`src/rtl/conv_psum_accumulator.sv`:
```
// ---------------------------------------------------------------------------
// conv_psum_accumulator
//   Channel-group partial-sum accumulator and output post-processor that sits
//   after the last conv unit of the systolic chain. Each of the N_KERNEL lanes
//   sums cfg_n_grp+1 partial sums. The total is then requantised with a
//   rounding arithmetic right shift, optionally clamped by ReLU, and
//   saturated or truncated to B_OUT bits. The result is queued in a small
//   output FIFO that uses valid/ready handshaking.
//
// Ports
//   clk, rst           clock, synchronous active-high reset
//   cfg_we, cfg_*      config load (ignored while busy; this sets cfg_err)
//   in_valid/in_ready  partial-sum input handshake, in_psum lane k at
//                      [k*B_PSUM +: B_PSUM]
//   out_valid/out_ready/out_data  FIFO head, lane k at [k*B_OUT +: B_OUT]
//   busy               a group is partially accumulated
//   flag_clr           clears the sticky ovf / cfg_err flags
//   ovf                sticky: an emitted lane differed from its rounded value
//   cfg_err            sticky: config write attempted mid-group
// ---------------------------------------------------------------------------

// Per-lane accumulator plus post-processing datapath.
//   clk, rst    clock / synchronous reset
//   accept      an input beat is consumed this cycle
//   final_acc   this beat closes the group: emit the sum and clear acc
//   psum        signed partial sum for this lane
//   shift/relu/sat  active requantisation settings
//   res         post-processed B_OUT result, valid when final_acc is high
//   altered     res differs from the rounded (post-ReLU) value
module conv_psum_lane #(
    parameter int B_PSUM = 32,
    parameter int B_CNT  = 8,
    parameter int B_OUT  = 16
) (
    input  logic                     clk,
    input  logic                     rst,
    input  logic                     accept,
    input  logic                     final_acc,
    input  logic signed [B_PSUM-1:0] psum,
    input  logic [4:0]               shift,
    input  logic                     relu,
    input  logic                     sat,
    output logic [B_OUT-1:0]         res,
    output logic                     altered
);
    localparam int B_ACC = B_PSUM + B_CNT;
    localparam int B_EXT = B_ACC + 1;

    // Clamp bounds expressed in the extended width.
    localparam logic signed [B_EXT-1:0] MAXV = {{(B_EXT-B_OUT+1){1'b0}}, {(B_OUT-1){1'b1}}};
    localparam logic signed [B_EXT-1:0] MINV = {{(B_EXT-B_OUT+1){1'b1}}, {(B_OUT-1){1'b0}}};

    logic signed [B_ACC-1:0] acc;
    logic signed [B_EXT-1:0] sum, rnd, r, rr, clip;

    always_comb begin
        sum = B_EXT'(acc) + B_EXT'(psum);
        // Add half an LSB of the shifted result so that the shift rounds half-up.
        rnd = (shift == 5'd0) ? '0 : (B_EXT'(1) <<< (shift - 5'd1));
        r   = (sum + rnd) >>> shift;
        rr  = (relu && (r < 0)) ? '0 : r;
        if (rr > MAXV)      clip = MAXV;
        else if (rr < MINV) clip = MINV;
        else                clip = rr;
        res     = sat ? clip[B_OUT-1:0] : rr[B_OUT-1:0];
        altered = ({{(B_EXT-B_OUT){res[B_OUT-1]}}, res} != rr);
    end

    always_ff @(posedge clk) begin
        if (rst)            acc <= '0;
        else if (accept) begin
            if (final_acc)  acc <= '0;
            else            acc <= acc + B_ACC'(psum);
        end
    end
endmodule

module conv_psum_accumulator #(
    parameter int N_KERNEL   = 4,
    parameter int B_PSUM     = 32,
    parameter int B_CNT      = 8,
    parameter int B_OUT      = 16,
    parameter int FIFO_DEPTH = 4
) (
    input  logic                         clk,
    input  logic                         rst,
    input  logic                         cfg_we,
    input  logic [B_CNT-1:0]             cfg_n_grp,
    input  logic [4:0]                   cfg_shift,
    input  logic                         cfg_relu,
    input  logic                         cfg_sat,
    input  logic                         in_valid,
    output logic                         in_ready,
    input  logic [N_KERNEL*B_PSUM-1:0]   in_psum,
    output logic                         out_valid,
    input  logic                         out_ready,
    output logic [N_KERNEL*B_OUT-1:0]    out_data,
    output logic                         busy,
    input  logic                         flag_clr,
    output logic                         ovf,
    output logic                         cfg_err
);
    localparam int PW = $clog2(FIFO_DEPTH);
    localparam int CW = PW + 1;
    localparam int DW = N_KERNEL * B_OUT;

    typedef struct packed {
        logic [B_CNT-1:0] n_grp;
        logic [4:0]       shift;
        logic             relu;
        logic             sat;
    } cfg_t;

    cfg_t                          cfg;
    logic [B_CNT-1:0]              grp_cnt;
    logic [FIFO_DEPTH-1:0][DW-1:0] mem;
    logic [PW-1:0]                 rd_ptr, wr_ptr;
    logic [CW-1:0]                 count;

    logic accept, final_acc, push, pop;
    logic [N_KERNEL-1:0][B_OUT-1:0] lane_res;
    logic [N_KERNEL-1:0]            lane_alt;

    // Ready depends only on FIFO space. This is pessimistic for non-final
    // beats, but it keeps in_ready free of any path from grp_cnt.
    assign in_ready  = !rst && (count < CW'(FIFO_DEPTH));
    assign accept    = in_valid && in_ready;
    assign final_acc = accept && (grp_cnt == cfg.n_grp);
    assign push      = final_acc;
    assign pop       = out_valid && out_ready;
    assign out_valid = (count != '0);
    assign out_data  = mem[rd_ptr];
    assign busy      = (grp_cnt != '0);

    genvar k;
    generate
        for (k = 0; k < N_KERNEL; k++) begin : g_lane
            conv_psum_lane #(
                .B_PSUM (B_PSUM),
                .B_CNT  (B_CNT),
                .B_OUT  (B_OUT)
            ) u_lane (
                .clk       (clk),
                .rst       (rst),
                .accept    (accept),
                .final_acc (final_acc),
                .psum      (in_psum[k*B_PSUM +: B_PSUM]),
                .shift     (cfg.shift),
                .relu      (cfg.relu),
                .sat       (cfg.sat),
                .res       (lane_res[k]),
                .altered   (lane_alt[k])
            );
        end
    endgenerate

    // Config registers. A write is accepted only between groups.
    always_ff @(posedge clk) begin
        if (rst) begin
            cfg.n_grp <= '0;
            cfg.shift <= '0;
            cfg.relu  <= 1'b0;
            cfg.sat   <= 1'b1;
        end else if (cfg_we && !busy) begin
            cfg.n_grp <= cfg_n_grp;
            cfg.shift <= cfg_shift;
            cfg.relu  <= cfg_relu;
            cfg.sat   <= cfg_sat;
        end
    end

    always_ff @(posedge clk) begin
        if (rst)            grp_cnt <= '0;
        else if (accept)    grp_cnt <= final_acc ? '0 : grp_cnt + 1'b1;
    end

    // Sticky flags. A set in the same cycle as a clear wins.
    always_ff @(posedge clk) begin
        if (rst) begin
            ovf     <= 1'b0;
            cfg_err <= 1'b0;
        end else begin
            if (flag_clr) begin
                ovf     <= 1'b0;
                cfg_err <= 1'b0;
            end
            if (push && (|lane_alt)) ovf     <= 1'b1;
            if (cfg_we && busy)      cfg_err <= 1'b1;
        end
    end

    // Output FIFO. Pointers wrap naturally through their PW-bit width.
    always_ff @(posedge clk) begin
        if (rst) begin
            rd_ptr <= '0;
            wr_ptr <= '0;
            count  <= '0;
        end else begin
            if (push) wr_ptr <= wr_ptr + 1'b1;
            if (pop)  rd_ptr <= rd_ptr + 1'b1;
            case ({push, pop})
                2'b10:   count <= count + 1'b1;
                2'b01:   count <= count - 1'b1;
                default: count <= count;
            endcase
        end
    end

    always_ff @(posedge clk) begin
        if (push) mem[wr_ptr] <= lane_res;
    end
endmodule

```
`config.mk`:
```
export PLATFORM = sky130hd
export DESIGN_NAME = conv_psum_accumulator
export DESIGN_NICKNAME = d
export VERILOG_FILES = /design/src/rtl/conv_psum_accumulator.sv
export SDC_FILE = /design/constraint.sdc
export NUM_CORES = 2
export LEC_CHECK = 0
export ABC_AREA = 1
export CORE_MARGIN = 2
export CORE_UTILIZATION = 64
export CTS_CLUSTER_SIZE = 20
export DETAILED_ROUTE_END_ITERATION = 8
export PLACE_DENSITY = 0.83
export SLEW_MARGIN = 20
export SYNTH_ARGS = -nofsm -noshare
export SYNTH_HDL_FRONTEND = slang
export SYNTH_SLANG_ARGS = --single-unit
export TNS_END_PERCENT = 20
```
`constraint.sdc`:
```
create_clock -name clk -period 8.22 [get_ports clk]
set_clock_uncertainty 0.15 [all_clocks]
set_input_delay 1.233 -clock clk [delete_from_list [all_inputs] [get_ports clk]]
set_output_delay 1.233 -clock clk [all_outputs]
set_load 0.1 [all_outputs]
```
# Yosys cells after proc, flatten, opt, wreduce, memory -nomap -nowiden
# Index checks and enable logic that the tools add are counted.
[classes]
addsub = 18
n_mul = 0
div = 0
n_lt_le_gt_ge = 16
n_eq_ne = 7
shift = 5
n_mux = 31
n_bitwise = 0
reduce_logical = 21
[ops]
columns = ["op", "n"]
rows = [
  ["$bwmux 256", 1],
  ["$mux 41", 5],
  ["$mux 16", 12],
  ["$add 40x32->41", 4],
  ["$add 41x41->41", 4],
  ["$gt 41x16->1 const B", 4],
  ["$lt 41x1->1 const B", 4],
  ["$lt 41x16->1 const B", 4],
  ["$ne 41x41->1", 4],
  ["$sshr 41x5->41", 4],
  ["$add 40x32->40", 4],
  ["$mux 40", 4],
  ["$bmux 64 s2", 1],
  ["$demux 64 s2", 1],
  ["$mux 64", 2],
  ["$sshl 1x5->41 const A", 1],
  ["$logic_and 1x1->1", 12],
  ["$add 8x1->8 const B", 1],
  ["$eq 8x8->1", 1],
  ["$mux 8", 1],
  ["$reduce_bool 8->1", 1],
  ["$lt 2x3->1 const B", 2],
  ["$pmux 3 s2", 1],
  ["$reduce_bool 2->1", 3],
  ["other kinds (13)", 17],
]
[totals]
ff_bits = 448
latchBits = 0
mem_bits_rw = 0
mem_bits_ro = 0
input_bits = 149
output_inout_bits = 69
elab_cells = 116
n_memories = 0

# Depth between registers and ports, before layout
[logic_depth]
word_depth = 16
depth_mapped = 52
mapped_depth_nobuf = 51

# Hierarchy
# From an unflattened synthesis, not the netlist that was laid out.
[hier_totals]
hier_cells = 8766
area_unflattened_um2 = 54921.4
[modules_own_cells]
columns = ["module", "n_inst", "cells_per_inst", "area_each_um2", "seq_area_each_um2"]
rows = [
  ["conv_psum_accumulator", 1, 872, 11145.7, 8328.0],
  ["conv_psum_lane (g_lane[0].u_lane)", 1, 2004, 11099.4, 800.8],
  ["conv_psum_lane (g_lane[2].u_lane)", 1, 1948, 10964.3, 800.8],
  ["conv_psum_lane (g_lane[3].u_lane)", 1, 2000, 10964.3, 800.8],
  ["conv_psum_lane (g_lane[1].u_lane)", 1, 1942, 10747.8, 800.8],
]

# Worst setup path before layout
# Ideal clock, no wire load.
[synth_path]
path_type = "input to register"
from = "in rst"
to = "reg mem[0] (netlist bit) (enable)"
setup_ps = 487
t_arrival_ps = 6471
t_required_ps = 7583
path_slack_ps = 1112
path_stages = 9
path_buffers = 2
cell_sequence = "clkbuf_1 > nor2_1 > nand2_1 > inv_1 > nand3_1 > nor2_1 > inv_1 > buf_6 > nor2_1"
[synth_between]
elab_chain_cells = 4
[synth_rtl]
columns = ["element", "line", "rtl"]
rows = [
  ["from (decl)", "86", "input logic rst,"],
  ["$logic_not 1->1", "126", "assign in_ready = !rst && (count < CW'(FIFO_DEPTH));"],
  ["$logic_and 1x1->1", "126", ""],
  ["named net in_ready", "93", "output logic in_ready,"],
  ["$logic_and 1x1->1", "127", "assign accept = in_valid && in_ready;"],
  ["$logic_and 1x1->1", "128", "assign final_acc = accept && (grp_cnt == cfg.n_grp);"],
  ["to (signal, indexed assignment)", "210", "if (push) mem[wr_ptr] <= lane_res;"],
  ["to (decl)", "116", "logic [FIFO_DEPTH-1:0][DW-1:0] mem;"],
]
# The timed path passes the listed nets, and every way through them passes these cells.
# A chain may end at the register's enable or synchronous reset.

# Final worst setup path
[layout_path]
from = "reg cfg[3] (netlist name)"
to = "reg ovf"
[layout_between]
elab_chain_cells = 16
elab_cells_between_ends = 52
cone_classes = "5 x add/sub; 12 x order compare; 4 x eq/ne; 5 x shift; 18 x mux; 8 x reduce/logical"
[layout_rtl]
columns = ["element", "line", "rtl"]
rows = [
  ["$sub 5x1->5", "59", "rnd = (shift == 5'd0) ? '0 : (B_EXT'(1) <<< (shift - 5'd1));"],
  ["$sshl 1x5->41", "59", ""],
  ["$mux 41", "59", ""],
  ["$add 41x41->41", "60", "r = (sum + rnd) >>> shift;"],
  ["$sshr 41x5->41", "60", ""],
  ["$lt 41x1->1", "61", "rr = (relu && (r < 0)) ? '0 : r;"],
  ["$logic_and 1x1->1", "61", ""],
  ["$mux 41", "61", ""],
  ["$lt 41x16->1", "63", "else if (rr < MINV) clip = MINV;"],
  ["$mux 16", "63", ""],
  ["$mux 16", "62", "if (rr > MAXV) clip = MAXV;"],
  ["$mux 16", "65", "res = sat ? clip[B_OUT-1:0] : rr[B_OUT-1:0];"],
  ["$ne 41x41->1", "66", "altered = ({{(B_EXT-B_OUT){res[B_OUT-1]}}, res} != rr);"],
  ["$reduce_or 4->1 *", "187", "if (push && (|lane_alt)) ovf <= 1'b1;"],
  ["$logic_and 1x1->1 *", "187", ""],
  ["$mux 1 / $reduce_bool 2->1 (equally long branches)", "-", ""],
  ["to (signal assigned)", "180", "ovf <= 1'b0;"],
  ["to (signal assigned)", "184", "ovf <= 1'b0;"],
  ["to (signal assigned)", "187", ""],
  ["to (decl)", "100", "output logic ovf,"],
]
# Every way passes the cells marked *; elsewhere a longest branch is shown, timed or not.

==> load_flow_metrics.sql <==
INSERT INTO impl_metrics (metric_group, metric, value, unit) VALUES
('synth', 'share_of_synthesized_registers_carrying_an_async_set_or_reset', '0', ''),
('critical_path', 'worstPathMaxFanout', '16', ''),
('place', 'port_buffers', '217', ''),
('synth', 'postSynth.topFlopCell', 'edfxtp_1', ''),
('detailed_routing', 'post_drt_wl_per_cell', '20.25', 'µm'),
('detailed_routing', 'via_count', '60560', ''),
('critical_path', 'worst_path_most_repeated_cell', 'nand2_1', ''),
('floorplanning', 'ioPinCount', '218', ''),
('synth', 'syn_area', '52880', 'µm²'),
('timing', 'slew_headroom', '0.03596', ''),
('clock_network', 'cts-root-buf', 'clkbuf_16', ''),
('final_layout', 'commonest_non_fill_non_tap_cell_in_the_layout', 'nand2_1', ''),
('timing', 'tightestPinTransition', '1.446', 'ns'),
('final_layout', 'fill_cells', '7034', ''),
('global_route', 'globalRouteOverflowTotal', '0', ''),
('clock_network', 'tritoncts', 'yes', ''),
('critical_path', 'cp_slowest_stage_delay', '0.47', 'ns'),
('clock_network', 'holdBufCountCts', '0', ''),
('final_layout', 'area_of_all_sequential_standard_cells', '11550', 'µm²'),
('detailed_routing', 'drt_first_pass_iters', '9', ''),
('synth', 'synth.yosys.seq_area_share', '0.2181', ''),
('place', 'dpl-instance-area', '55710', 'µm²'),
('clock_network', 'clkTransAtPathRegs', '0.07', 'ns'),
('synth', 'per_instance_average_area_after_synthesis', '6.214', 'µm²'),
('global_route', 'gr-usage-all-layers', '0.4446', ''),
('power', 'vdd_drop_max', '0.1803', 'mV'),
('place', 'dp_slack', '0.5622', 'ns'),
('synth', 'synth.distinct_cells', '63', ''),
('place', 'routabilityCongestion', '1.092', ''),
('floorplanning', 'std_cell_rows', '105', ''),
('clock_network', 'worst_skew_pair.late_latency', '0.65', 'ns'),
('final_layout', 'final_area', '57360', 'µm²'),
('critical_path', 'crit_type', 'flip-flop to flip-flop', ''),
('timing', 'sum_of_negative_setup_slack', '0', 'ns'),
('synth', 'ys_warn_count', '0', ''),
('detailed_routing', 'post_drt_via_cell_ratio', '6.264', ''),
('power', 'power_density', '187.9', 'nW/µm²'),
('critical_path', 'crit_family', 'simple AND/OR/NAND/NOR gates', ''),
('synth', 'flop_and_latch_count_out_of_synthesis', '448', ''),
('floorplanning', 'die_area', '84940', 'µm²'),
('floorplanning', 'die_height', '291.4', 'µm'),
('floorplanning', 'dieWidth', '291.4', 'µm'),
('min_path', 'holdCritPathClass', 'flip-flop to flip-flop', ''),
('detailed_routing', 'postRouteAntennaNets', '0', ''),
('timing', 'final_hold_viol_count', '0', ''),
('timing', 'fin_crit_sh', '0.9385', ''),
('clock_network', 'cts-root-to-sink-buffers', '3', ''),
('synth', 'synth.top_cell.area_share', '0.1641', ''),
('clock_network', 'cts_inserted_buffers', '50', ''),
('detailed_routing', 'detail_route.wirelength', '195.8', 'mm'),
('place', 'detailedPlacementHpwl', '151.9', 'mm'),
('power', 'cellLeakagePower', '28.39', 'nW'),
('critical_path', 'critical_path.endpoint_type', 'flip-flop', ''),
('critical_path', 'critical_path.slowest_cell', 'nand2_1', ''),
('synth', 'yosysTopAreaCell', 'nand2_1', ''),
('critical_path', 'critPathArrivalTime', '8.08', 'ns'),
('run_status', 'run_status', 'finished with violations', ''),
('clock_network', 'cts_htree_levels', '2', ''),
('run', 'maxCapViolations', '0', ''),
('floorplanning', 'core-area', '81980', 'µm²'),
('detailed_routing', 'drt_first_iter_violations', '8177', ''),
('final_layout', 'layout.cells.most_common_list', '2,311 x nand2_1, 1,493 x nand3_1, 962 x inv_1', ''),
('run_status', 'failed_checks', 'design-rule violations', ''),
('synth', 'cell_count_after_synthesis', '8510', ''),
('global_route', 'grt_first_pass_wirelength', '302.9', 'mm'),
('critical_path', 'critPathRequiredTime', '8.58', 'ns'),
('detailed_routing', 'drc', '12', ''),
('timing', 'count_of_endpoints_failing_setup_in_the_final_report', '0', ''),
('timing', 'post-route-min-period', '7.714', 'ns'),
('final_layout', 'multi_input_comb_area', '36200', 'µm²'),
('synth', 'synth-edff-count', '256', '');
what timing repair did:
action / 4_1_cts / 5_1_grt
gates resized for setup: 0 / 3
endpoints found under the setup margin: 0 / 81
buffers inserted: 0 / 0
worst reg2reg max path: cells and delay by family, from the launching register on:
kind	cells	cell delay, ns
AOI/OAI and AO/OA	4	0.77
xor gates and xnor gates	1	0.32
adders and majority gates	2	0.62
buffers and inverters	6	0.79
DFF	1	0.42
and+or+nand+nor	33	4.52
stage by stage:
step / cells / hold WS [ns] / util / total power [mW]
floorplan: 8513 / 0.2890 / - / 6.650
global placement: 9573 / 0.3023 / 0.6796 / 8.132
detailed placement: 9573 / 0.3065 / 0.6796 / 8.222
CTS: 9665 / 0.3150 / 0.6995 / 10.54
global route: 9665 / 0.3257 / 0.6996 / 11.35
finish: 9668 / 0.3149 / 0.6997 / 10.78
logic make-up (layout without fill, tap and decap cells):
group,count (synthesis),after routing,share of synthesized area
other,1,7,0.00007091
adder cells (fa/ha/maj),484,484,0.1328
buffers and inverters,1324,1406,0.09945
AND/OR/NAND/NOR,4861,4861,0.4025
AO/OA/AOI/OAI,1317,1317,0.1346
flip-flops,448,448,0.2181
multiplexers,4,4,0.0007572
XOR/XNOR,71,71,0.01176
synth_stat cells, types with 69 or more instances:
| cell type | count |
|---|---|
| edfxtp_1 | 256 |
| buf_2 | 75 |
| o22ai_1 | 73 |
| nand2_1 | 2312 |
| nand2_2 | 69 |
| nand4_1 | 81 |
| ha_1 | 355 |
| clkbuf_1 | 148 |
| a21oi_1 | 652 |
| nor2_1 | 695 |
| fa_1 | 129 |
| inv_1 | 966 |
| o21ai_0 | 374 |
| dfxtp_1 | 192 |
| nand3_1 | 1494 |
layout make-up:
cell class | count | area share
flip-flops and latches | 448 | 0.2014
clock inverters | 21 | 0.004515
diodes | 3 | 0.0001309
inverters | 1020 | 0.06729
multi-input cells | 6741 | 0.6310
well taps | 1070 | 0.02334
clock buffers | 71 | 0.02391
repair buffers | 294 | 0.04834
final timing paths:
path | slack [ns] | depth (start not counted) | end | from
worst max register to register | 0.51 | 46 | ovf | cfg[3]
worst min-delay path | 0.31 | 2 | g_lane[0].u_lane.acc[39] | g_lane[0].u_lane.acc[39]
worst max-delay path | 0.51 | 46 | ovf | cfg[3]
worst min register to register | 0.31 | 2 | g_lane[0].u_lane.acc[39] | g_lane[0].u_lane.acc[39]
power by group:
| group | switching (mW) | total [mW] | internal [mW] |
|---|---|---|---|
| Clock | 1.02 | 2.32 | 1.30 |
| Sequential | 0.113 | 2.68 | 2.57 |
| Combinational | 4.13 | 5.78 | 1.65 |
registers in the layout, summed over array words and instances (netlist names):
signal             cells
cfg                   15
ovf                    1
g_lane.u_lane.acc    160
grp_cnt                8
rd_ptr                 2
count                  3
mem                  256
wr_ptr                 2
cfg_err                1
metal layers:
layer  wire [µm]  vias to the layer above  global-route usage
met3       23280                      756             0.09117
met1       77050                    27510              0.5918
met4       11810                        6              0.2271
met5          28                        -                   0
li1            -                    28450                   -
met2       83650                     3846              0.6840
(Power assumes the default switching activity.)
